===== src/rtl/ccip_mmio_host_initiator.sv =====
// ccip_mmio_host_initiator: CCI-P host MMIO initiator issuing C0 Rx requests and collecting C2 Tx read responses.
// Defining CCIP_MMIO_HOST_LAT_STATS_EN adds stat_rd_count / stat_rd_max_lat read statistics.
module ccip_mmio_host_initiator #(
    parameter int TIMEOUT   = 512,
    parameter int TID_WIDTH = 9
) (
    input  logic                 pClk,
    input  logic                 pck_cp2af_softReset,
    input  logic                 cmd_valid,
    output logic                 cmd_ready,
    input  logic                 cmd_write,
    input  logic [15:0]          cmd_addr,
    input  logic [1:0]           cmd_len,
    input  logic [511:0]         cmd_wdata,
    output logic [27:0]          rx_c0_hdr,
    output logic [511:0]         rx_c0_data,
    output logic                 rx_c0_mmioRdValid,
    output logic                 rx_c0_mmioWrValid,
    input  logic [TID_WIDTH-1:0] tx_c2_tid,
    input  logic                 tx_c2_mmioRdValid,
    input  logic [63:0]          tx_c2_data,
    output logic                 rsp_valid,
    output logic [63:0]          rsp_data,
    output logic                 rsp_timeout,
    output logic [TID_WIDTH-1:0] rsp_tid,
    output logic                 err_illegal_cmd,
    output logic                 err_unexp_rsp
`ifdef CCIP_MMIO_HOST_LAT_STATS_EN
    ,
    output logic [31:0]          stat_rd_count,
    output logic [15:0]          stat_rd_max_lat
`endif
);
    localparam int TW = $clog2(TIMEOUT + 2);

    typedef enum logic [1:0] {IDLE, ISSUE, WAIT_RD} state_t;

    state_t               state_q, state_d;
    logic                 cmd_ready_q, cmd_ready_d;
    logic [27:0]          hdr_q, hdr_d;
    logic [511:0]         data_q, data_d;
    logic                 rd_stb_q, rd_stb_d, wr_stb_q, wr_stb_d;
    logic [TID_WIDTH-1:0] tid_ctr_q, tid_ctr_d, tid_lat_q, tid_lat_d, rsp_tid_q, rsp_tid_d;
    logic [TW-1:0]        timer_q, timer_d;
    logic                 rsp_valid_q, rsp_valid_d, rsp_timeout_q, rsp_timeout_d;
    logic [63:0]          rsp_data_q, rsp_data_d;
    logic                 err_ill_q, err_ill_d, err_unexp_q, err_unexp_d;
    logic                 accept, illegal, tid_hit, timed_out;
`ifdef CCIP_MMIO_HOST_LAT_STATS_EN
    logic [31:0]          stat_cnt_q, stat_cnt_d;
    logic [15:0]          stat_max_q, stat_max_d;
`endif

    always_comb begin
        accept    = cmd_valid && cmd_ready_q && state_q == IDLE;
        illegal   = cmd_len == 2'b11 || (cmd_len == 2'b01 && cmd_addr[0]) ||
                    (cmd_len == 2'b10 && cmd_addr[3:0] != 4'h0) || (!cmd_write && cmd_len == 2'b10);
        // timer_q holds N, the cycle count since the issue cycle
        tid_hit   = tx_c2_mmioRdValid && state_q == WAIT_RD && tx_c2_tid == tid_lat_q;
        timed_out = state_q == WAIT_RD && timer_q == TW'(TIMEOUT) && !tid_hit;
        state_d       = state_q;
        hdr_d         = hdr_q;
        data_d        = data_q;
        rd_stb_d      = 1'b0;
        wr_stb_d      = 1'b0;
        tid_ctr_d     = tid_ctr_q;
        tid_lat_d     = tid_lat_q;
        timer_d       = timer_q;
        rsp_valid_d   = 1'b0;
        rsp_timeout_d = 1'b0;
        rsp_data_d    = rsp_data_q;
        rsp_tid_d     = rsp_tid_q;
        err_ill_d     = accept && illegal;
        err_unexp_d   = tx_c2_mmioRdValid && !tid_hit;
        case (state_q)
            IDLE: begin
                if (accept && !illegal) begin
                    state_d  = ISSUE;
                    hdr_d    = {cmd_addr, cmd_len, 1'b0, tid_ctr_q};
                    data_d   = !cmd_write ? '0 : cmd_len == 2'b10 ? cmd_wdata : {448'b0, cmd_wdata[63:0]};
                    wr_stb_d = cmd_write;
                    rd_stb_d = !cmd_write;
                end
            end
            ISSUE: begin
                tid_ctr_d = tid_ctr_q + 1'b1;
                state_d   = rd_stb_q ? WAIT_RD : IDLE;
                tid_lat_d = rd_stb_q ? tid_ctr_q : tid_lat_q;
                timer_d   = TW'(1);
            end
            WAIT_RD: begin
                timer_d = timer_q + 1'b1;
                if (tid_hit || timed_out) begin
                    state_d       = IDLE;
                    rsp_valid_d   = 1'b1;
                    rsp_timeout_d = !tid_hit;
                    rsp_data_d    = tid_hit ? tx_c2_data : 64'h0;
                    rsp_tid_d     = tid_lat_q;
                end
            end
            default: state_d = IDLE;
        endcase
        cmd_ready_d = state_d == IDLE;
`ifdef CCIP_MMIO_HOST_LAT_STATS_EN
        stat_cnt_d = stat_cnt_q;
        stat_max_d = stat_max_q;
        if (tid_hit) begin
            stat_cnt_d = &stat_cnt_q ? stat_cnt_q : stat_cnt_q + 1'b1;
            stat_max_d = 16'(timer_q) > stat_max_q ? 16'(timer_q) : stat_max_q;
        end
`endif
    end

    // cmd_ready stays low while reset is held and rises on the first clock after release
    always_ff @(posedge pClk or posedge pck_cp2af_softReset) begin
        if (pck_cp2af_softReset) begin
            state_q       <= IDLE;
            cmd_ready_q   <= 1'b0;
            hdr_q         <= '0;
            data_q        <= '0;
            rd_stb_q      <= 1'b0;
            wr_stb_q      <= 1'b0;
            tid_ctr_q     <= '0;
            tid_lat_q     <= '0;
            timer_q       <= '0;
            rsp_valid_q   <= 1'b0;
            rsp_timeout_q <= 1'b0;
            rsp_data_q    <= '0;
            rsp_tid_q     <= '0;
            err_ill_q     <= 1'b0;
            err_unexp_q   <= 1'b0;
`ifdef CCIP_MMIO_HOST_LAT_STATS_EN
            stat_cnt_q    <= '0;
            stat_max_q    <= '0;
`endif
        end else begin
            state_q       <= state_d;
            cmd_ready_q   <= cmd_ready_d;
            hdr_q         <= hdr_d;
            data_q        <= data_d;
            rd_stb_q      <= rd_stb_d;
            wr_stb_q      <= wr_stb_d;
            tid_ctr_q     <= tid_ctr_d;
            tid_lat_q     <= tid_lat_d;
            timer_q       <= timer_d;
            rsp_valid_q   <= rsp_valid_d;
            rsp_timeout_q <= rsp_timeout_d;
            rsp_data_q    <= rsp_data_d;
            rsp_tid_q     <= rsp_tid_d;
            err_ill_q     <= err_ill_d;
            err_unexp_q   <= err_unexp_d;
`ifdef CCIP_MMIO_HOST_LAT_STATS_EN
            stat_cnt_q    <= stat_cnt_d;
            stat_max_q    <= stat_max_d;
`endif
        end
    end

    assign cmd_ready         = cmd_ready_q;
    assign rx_c0_hdr         = hdr_q;
    assign rx_c0_data        = data_q;
    assign rx_c0_mmioRdValid = rd_stb_q;
    assign rx_c0_mmioWrValid = wr_stb_q;
    assign rsp_valid         = rsp_valid_q;
    assign rsp_data          = rsp_data_q;
    assign rsp_timeout       = rsp_timeout_q;
    assign rsp_tid           = rsp_tid_q;
    assign err_illegal_cmd   = err_ill_q;
    assign err_unexp_rsp     = err_unexp_q;
`ifdef CCIP_MMIO_HOST_LAT_STATS_EN
    assign stat_rd_count     = stat_cnt_q;
    assign stat_rd_max_lat   = stat_max_q;
`endif
endmodule

===== config.mk =====
export PLATFORM = sky130hd
export DESIGN_NAME = ccip_mmio_host_initiator
export DESIGN_NICKNAME = d
export VERILOG_FILES = /design/src/rtl/ccip_mmio_host_initiator.sv
export SDC_FILE = /design/constraint.sdc
export NUM_CORES = 1
export LEC_CHECK = 0
export CORE_AREA = 2 2 477 479
export CTS_CLUSTER_DIAMETER = 50
export CTS_CLUSTER_SIZE = 30
export DETAILED_ROUTE_END_ITERATION = 7
export DIE_AREA = 0 0 479 481
export DONT_BUFFER_PORTS = 1
export GPL_TIMING_DRIVEN = 0
export REMOVE_ABC_BUFFERS = 1
export SYNTH_ARGS = -nofsm -noshare
export SYNTH_HDL_FRONTEND = slang
export SYNTH_SLANG_ARGS = --single-unit

===== constraint.sdc =====
create_clock -name pClk -period 22.1 [get_ports pClk]
set_clock_uncertainty 0.15 [all_clocks]
set_input_delay 3.315 -clock pClk [delete_from_list [all_inputs] [get_ports pClk]]
set_output_delay 3.315 -clock pClk [all_outputs]
set_load 0.01 [all_outputs]

; ---- Word level (Yosys, flattened, before mapping)
; Index checks and enable logic that the tools add are counted.
[totals]
ff_bits = 649
latch_bits = 0
ramBits = 0
romBits = 0
input_bits = 608
output_inout_bits = 620
elab_cells = 66
memories = 0
[classes]
n_addsub = 2
n_mul = 0
div = 0
n_lt_le_gt_ge = 0
eq_ne = 7
n_shift = 0
n_mux = 16
n_bitwise = 0
reduce_logical = 26
[op_table]
columns = cell, n
row1 = $mux W512, 2
row2 = $mux W64, 1
row3 = $pmux W10 S2, 1
row4 = $logic_and A1 B1 Y1, 12
row5 = $add A10 B1 Y10 const B, 1
row6 = $eq A10 B10 Y1 const B, 1
row7 = $add A9 B1 Y9 const B, 1
row8 = $eq A9 B9 Y1, 1
row9 = $mux W1, 8
row10 = $eq A2 B2 Y1 const B, 3
row11 = $mux W2, 3
row12 = $pmux W2 S3, 1
row13 = $reduce_and A2 Y1, 3
row14 = $eq A2 B1 Y1 const B, 2
row15 = $logic_not A2 Y1, 2
row16 = $logic_or A1 B1 Y1, 4
row17 = $reduce_bool A4 Y1, 1
row18 = $logic_not A1 Y1, 3
row19 = $reduce_bool A2 Y1, 1

; ---- Depth between registers and ports, before layout
[logic_depth]
depth_word = 10
depth_mapped = 10
ltp_nobuf = 6

; ---- Least setup slack after synthesis
; OpenSTA, ideal clock, no wires.
[synth_path]
path_type = in2reg
startpoint = input port cmd_addr[0]
endpoint = register data_q[145] (netlist: rx_c0_data[145])
setup_ps = 121
t_arrival_ps = 4602
required_ps = 21829
path_slack_ps = 17227
stages = 8
path_buffers = 4
cell_sequence = nor4_4 > a21oi_2 > nand2b_1 > buf_2 > buf_6 > buf_6 > buf_6 > a22o_1
[synth_via]
elab_chain_len = 7
elab_cells_between_ends = 9
classes_between = reduce/logical: 9
[synth_rtl]
columns = item, line
row1 = from (decl), 12  ; input logic [15:0] cmd_addr,
row2 = $reduce_bool A4 Y1 / $logic_and A1 B1 Y1 (equally long branches), "57, 56"
row3 = $logic_and A1 B1 Y1 / $logic_or A1 B1 Y1 (equally long branches), "57, 56"
row4 = $logic_or A1 B1 Y1 *, 56  ; illegal = cmd_len == 2'b11 || (cmd_len == 2'b01 && cmd_addr[0]) ||
row5 = $logic_or A1 B1 Y1 *, 57  ; (cmd_len == 2'b10 && cmd_addr[3:0] != 4'h0) || (!cmd_write && cmd_len == 2'b10);
row6 = $logic_not A1 Y1 *, 77  ; if (accept && !illegal) begin
row7 = $logic_and A1 B1 Y1 *, 77
row8 = $reduce_and A2 Y1 (no source line) *, n/a
row9 = to (signal assigned), 140  ; data_q <= data_d;
row10 = to (decl), 41  ; logic [511:0] data_q, data_d;
; Mark *: on every way between the ends. The rest lies on a longest branch, timed or not.
; A chain may end at the register's enable or synchronous reset.

; ---- Worst setup path in the final report
[layout_path]
startpoint = input port cmd_valid
endpoint = register data_q[187] (netlist: rx_c0_data[187])
[layout_via]
elab_chain_len = 4
[layout_rtl]
columns = item, line
row1 = from (decl), 9  ; input logic cmd_valid,
row2 = $logic_and A1 B1 Y1 (2 in series), 55  ; accept = cmd_valid && cmd_ready_q && state_q == IDLE;
row3 = $logic_and A1 B1 Y1, 77
row4 = $reduce_and A2 Y1 (no source line), n/a
; No other way between the ends.

==> flow_metrics.py <==
metrics = {
    "yosys": {
        "synth_edf_count": 0,
        "avgSynthCellArea_um2": 13.65,
        "synth_cells": 1791,
        "ys_seq_elements": 649,
        "ys_types": 41,
        "yosysWarnings": 0,
        "synth_flop_cell": "dfrtp_1",
        "ys_seq_area_share_pct": 66.42,
        "async_reset_ff_share_pct": 100.0,
        "netlist_area_um2": 24450,
        "synthTopCellsByArea": "dfrtp_1, a22o_1, mux2i_1, o21ai_0, buf_6",
        "synth.most_common_cell": "dfrtp_1",
        "yosys-top-cells-count": "dfrtp_1, a22o_1, nand2_1",
        "yosysTopAreaCellShare_pct": 66.42,
        "yosys.area.top_type": "dfrtp_1",
    },
    "sta": {
        "setup_violations": 0,
        "slew_viol_final": 0,
        "min_period_over_period_pct": 29.32,
        "rsz0062_at_grt": "no",
        "finalHoldViolCount": 0,
        "fin_crit_ns": 6.479,
        "worstMarginPinSlew_ns": 1.231,
        "slew_headroom_pct": 17.62,
        "max_freq_ghz": 0.1543,
    },
    "worst_setup_path": {
        "arrival_ns": 7.03,
        "critPathBufInv": 5,
        "cpMostUsedCell": "buf_16",
        "critical_path_class": "in2reg",
        "crit_family": "buffers and inverters",
        "cp.depth": 8,
        "slowest_stage": "and4_4",
        "end_kind": "flip-flop",
        "cp.required_ns": 22.65,
        "path_max_fanout": 77,
        "worst_r2r_path_depth": 10,
        "max_stage_delay_ns": 0.84,
        "setup.worst_path.start_class": "input pin",
        "crit_chain": "nand3_2, buf_16, inv_1, and4_4, buf_16, buf_16, buf_16, a22o_1",
    },
    "place": {
        "gp_congestion": 0.8609,
        "dpl_cell_area_um2": 27950,
        "dpl.cell_count": 4677,
        "hpwl_mm": 152.4,
        "io_buffers": 0,
    },
    "pwr": {
        "p_leak_nw": 14.66,
        "power_density_nw_per_um2": 115.6,
        "ir_drop_uv": 59.25,
    },
    "layout": {
        "drive_gt1_share_pct": 15.05,
        "area_growth_pct": 31.16,
        "final_util_pct": 14.21,
        "design_area_um2": 32070,
        "nets": 2397,
        "layout.cells.non_filler": 4934,
    },
    "cts": {
        "cts_root_buffer": "clkbuf_16",
        "cts_resized": 0,
        "cts_sinks": 649,
        "clock_latency_ns": 0.75,
        "tritoncts": "built",
        "cts_buffers": 112,
        "post_cts_buffers": 0,
        "cts_buffer_depth": 3,
        "ctsHtreeMaxLevel": 3,
        "cts_hold_buf": 0,
        "clkTransAtPathRegs_ns": 0.06,
    },
    "routing": {
        "vias": 16820,
        "final_antenna_net_count": 0,
        "drtPass1Iterations": 5,
        "initialDrtViolationCount": 1136,
        "drc": 0,
        "finalWirelength_mm": 178.9,
        "via_per_inst": 3.409,
        "detail_route.wl_per_cell_um": 36.27,
    },
    "grt": {
        "busiest_layer": "met2",
        "grt.overflow.total": 0,
        "antenna_found_initial": 192,
        "grt_pass1_wl_mm": 215.3,
        "grtUsageMet3_pct": 14.63,
        "grt_max_degree": 124,
        "met2_usage_pct": 24.27,
        "grt_pass1_vias": 16530,
        "met1_usage_pct": 12.26,
        "grt_usage_pct": 14.96,
    },
    "floorplan": {
        "ios": 1228,
        "die_w_um": 479,
        "start_util_pct": 10.83,
        "core_um2": 225700,
        "rows": 175,
        "dieArea_um2": 230400,
        "die_y_um": 481,
    },
    "flow_run": {
        "max-cap-violations": 0,
    },
    "hold_path": {
        "hold_class": "reg2reg",
        "whs_path_depth": 1,
    },
    "status": {
        "outcome": "complete, no violations",
    },
}
final cells by class:
class	instances	area [um^2]
flip-flops and latches	649	16240
inverters	74	285.3
fillers	24940	193700
multi-input cells	919	6993
clock buffers	119	2860
clock inverters	93	1152
repair buffers	26	663.1
diodes	45	112.6
well taps	3009	3765
stage by stage:
stage	TNS (ns)	hold WS, ns	power [W]	worst slack [ns]
final	0	0.3497	0.003706	15.62
after global routing	0	0.3752	0.003890	15.53
after CTS	0	0.3502	0.003793	15.80
after detailed placement	0	0.3369	0.001916	14.93
after global placement	-6289.60	0.3319	0.001891	-8.594
after floorplan	0	0.3060	0.001618	0.4508
state kept, by name, indices dropped and copies added, names as in the netlist, 2 cells and up:
| register | flops |
|---|---|
| timer_q | 10 |
| rsp_data | 64 |
| tid_ctr_q | 9 |
| rsp_tid | 9 |
| rx_c0_hdr | 27 |
| rx_c0_data | 512 |
| state_q | 2 |
| tid_lat_q | 9 |
placed cells by master (no fill, tap or decap), drive strengths merged, types with 7 or more instances in the layout:
cell type and count:
mux2i 64, buf 26, a22o 450, o21ai 133, xnor2 8, nand2 139
nor2 12, ha 7, mux2 47, clkinv 40, dfrtp 649, inv 120
xor2 13, clkbuf 119, diode 45
layer usage:
layer	wire, um	share of wire [%]	vias to the layer above
li1	-	-	6663
met1	49810	28	8218
met2	83910	47	1348
met3	38090	21	487
met4	6471	3.6	102
met5	653	0.36	-
path summary, 6_finish.rpt:
check / to / slack [ns] / startpoint
setup reg to reg: rx_c0_data[187] / 17.32 / state_q[0]
min in group asynchronous: rx_c0_data[224] / 2.31 / pck_cp2af_softReset
max in group asynchronous: rx_c0_data[17] / 17.56 / pck_cp2af_softReset
hold reg to reg: tid_ctr_q[8] / 0.35 / tid_ctr_q[8]
setup / recovery: rx_c0_data[187] / 15.62 / cmd_valid
hold / removal: tid_ctr_q[8] / 0.35 / tid_ctr_q[8]
power breakdown:
group | internal, W | switching, W | leakage [nW]
Clock | 0.00102 | 0.000812 | 1.93
Sequential | 0.00130 | 0.000303 | 8.60
Combinational | 0.000102 | 0.000171 | 4.12
logic make-up after synthesis:
logic type / Yosys count / synth area share [%]
flip-flops: 649 / 66.42
other: 1 / 0.01534
multiplexers: 111 / 4.784
AND/OR/NAND/NOR: 184 / 3.306
buffers and inverters: 223 / 5.127
XOR/XNOR: 21 / 0.7522
AO/OA/AOI/OAI: 595 / 19.24
adder cells (fa/ha/maj): 7 / 0.3582
Note: power is estimated with default switching activity, not from simulation.
==> RTL change, RTL diff (same settings) <==
`TIMEOUT`: 512 -> 256.
--- a/src/rtl/ccip_mmio_host_initiator.sv
+++ b/src/rtl/ccip_mmio_host_initiator.sv
@@ -1,7 +1,7 @@
 // ccip_mmio_host_initiator: CCI-P host MMIO initiator issuing C0 Rx requests and collecting C2 Tx read responses.
 // Defining CCIP_MMIO_HOST_LAT_STATS_EN adds stat_rd_count / stat_rd_max_lat read statistics.
 module ccip_mmio_host_initiator #(
-    parameter int TIMEOUT   = 512,
+    parameter int TIMEOUT   = 256,
     parameter int TID_WIDTH = 9
 ) (
     input  logic                 pClk,
Check against the original RTL: no difference found for any inputs over 4 cycles, from zero or initial values and one cycle with pck_cp2af_softReset high; that may be too few to reach the edited logic, so the function may still have changed.
==> RTL change against the original RTL <==
Setup slack better by 350 ps. Global-route usage up 0.70 points. Critical path depth up 1. Sequential power down 6%. Routed wire length up 4.5%. Count of clock-buffer cells in the layout up 15. Utilization up 0.42 points. Sequential cell count down 1. Cell area up 2.9%. Total power up 2.7%. Area after synthesis down 0.29%. Critical path type unchanged. Critical endpoint is now rx_c0_hdr[21]. Highest routed layer unchanged.
==> RTL change: results (changes against the original RTL) <==
status: complete, no violations (unchanged)
GR Layer Usage met1: 13.1% (was 12.3%)
initial antenna violation count: 205 (was 192)
Worst Path Max Fanout: 70 (was 77)
Total Nets Final: 2,457 (was 2,397)
Seq/Total Area, Yosys: 66.5% (was 66.4%)
Worst Hold Class: flip-flop to flip-flop (unchanged)
Peak VDD IR: 0.0667 mV (was 0.0593 mV)
Vias/cell: 3.50 (was 3.41)
Finished Layout Cells: 5,000 (was 4,934)
Max-slew headroom: 37.4% (was 17.6%)
RePlAce Congestion: 0.855 (was 0.861)
Lkg Pwr: 0.0149 uW (was 0.0147 uW)
Clock Path Buffers: 3 (unchanged)
routing usage on met3: 14.8% (was 14.6%)
top cells by count, synth: 648 x dfrtp_1, 448 x a22o_1, 143 x nand2_1, 134 x o21ai_0, 104 x buf_2 (was 649 x dfrtp_1, 450 x a22o_1, 139 x nand2_1, 125 x o21ai_0, 74 x inv_1)
Place WS: 15,270 ps (was 14,930 ps)
Synth cell types: 44 (was 41)
placed cells: 4,729 (was 4,677)
routing usage on met2: 25.1% (was 24.3%)
metal2 WL: 85.4 mm (was 83.9 mm)
All-Layer GR Usage: 15.7% (was 15.0%)
first-pass GRT wire length: 226 mm (was 215 mm)
WP data arrival: 6610 ps (was 7030 ps)
placed cell area: 28,500 sq um (was 27,900 sq um)
Synth Area per Inst: 13.3 sq um (was 13.7 sq um)
switching share of power: 33.0% (was 34.7%)
clock-net power: 2010 uW (was 1830 uW)
routed wire length: 187 mm (was 179 mm)
ranking of synthesized cells by area: dfrtp_1 67%, a22o_1 16%, o21ai_0 2.8%, mux2i_1 2.6%, nand2_1 2.2% (was dfrtp_1 66%, a22o_1 16%, mux2i_1 2.6%, o21ai_0 2.6%, buf_6 2.2%)
routed length on met1: 52.3 mm (was 49.8 mm)
metal3 WL: 39.4 mm (was 38.1 mm)
CP Launch Point: cmd_write (was cmd_valid)
Post-DP HPWL: 159 mm (was 152 mm)
fraction of layout cells with a size suffix above 1: 16.1% (was 15.1%)
vias in the first global route: 17,500 (was 16,500)
comb pwr: 281 uW (was 273 uW)
CTS buffer count: 120 (was 112)
==> RTL change: changes by cell type in the layout (fill, tap and decap cells not counted), moves of 8 or more <==
| cell | before | now |
|---|---|---|
| o311ai_0 | 1 | 10 |
| xor2_1 | 13 | 3 |
| xnor2_1 | 8 | 18 |
| mux2_2 | 39 | 30 |
| buf_16 | 21 | 31 |
| o21ai_0 | 125 | 134 |
| o21ai_1 | 8 | 0 |
| nand3_1 | 3 | 15 |
| clkbuf_16 | 113 | 124 |
| nand4_1 | 5 | 27 |
| clkinv_8 | 27 | 13 |
==> RTL change: cells by family after synthesis <==
group           after synthesis  synth area share [%]
compound gates              606                  19.6
xor+xnor                     21                 0.754
buf+inv                     226                  4.18
fa+ha+maj                     7                 0.359
flops                       648                  66.5
mux                         100                  4.37
other cells                   1                0.0154
simple gates                222                  4.20
==> RTL change: cell type report <==
type,instances,area (sq um)
fillers,24900,193000
flip-flops and latches,648,16200
multi-input cells,957,7200
well taps,3009,3760
clock buffers,134,3190
clock inverters,96,1220
repair buffers,43,1050
inverters,72,278
diodes,41,103
==> RTL change: path summary, 6_finish.rpt <==
check / to / slack (ps) / depth (start not counted)
max: rx_c0_hdr[21] / 15970 / 9
min: tid_ctr_q[8] / 360 / 1
max reg2reg: rx_c0_hdr[21] / 17980 / 10
min reg2reg: tid_ctr_q[8] / 360 / 1
max in group asynchronous: rsp_data[63] / 17620 / 3
min in group asynchronous: rx_c0_data[214] / 2390 / 1
==> RTL change: worst max-delay path: stages <==
cell     delay, ps
nor2b_1        230
a21oi_4        490
buf_16         240
or2_4          500
buf_16         330
buf_16         270
buf_16         280
buf_16         290
mux2_2         370
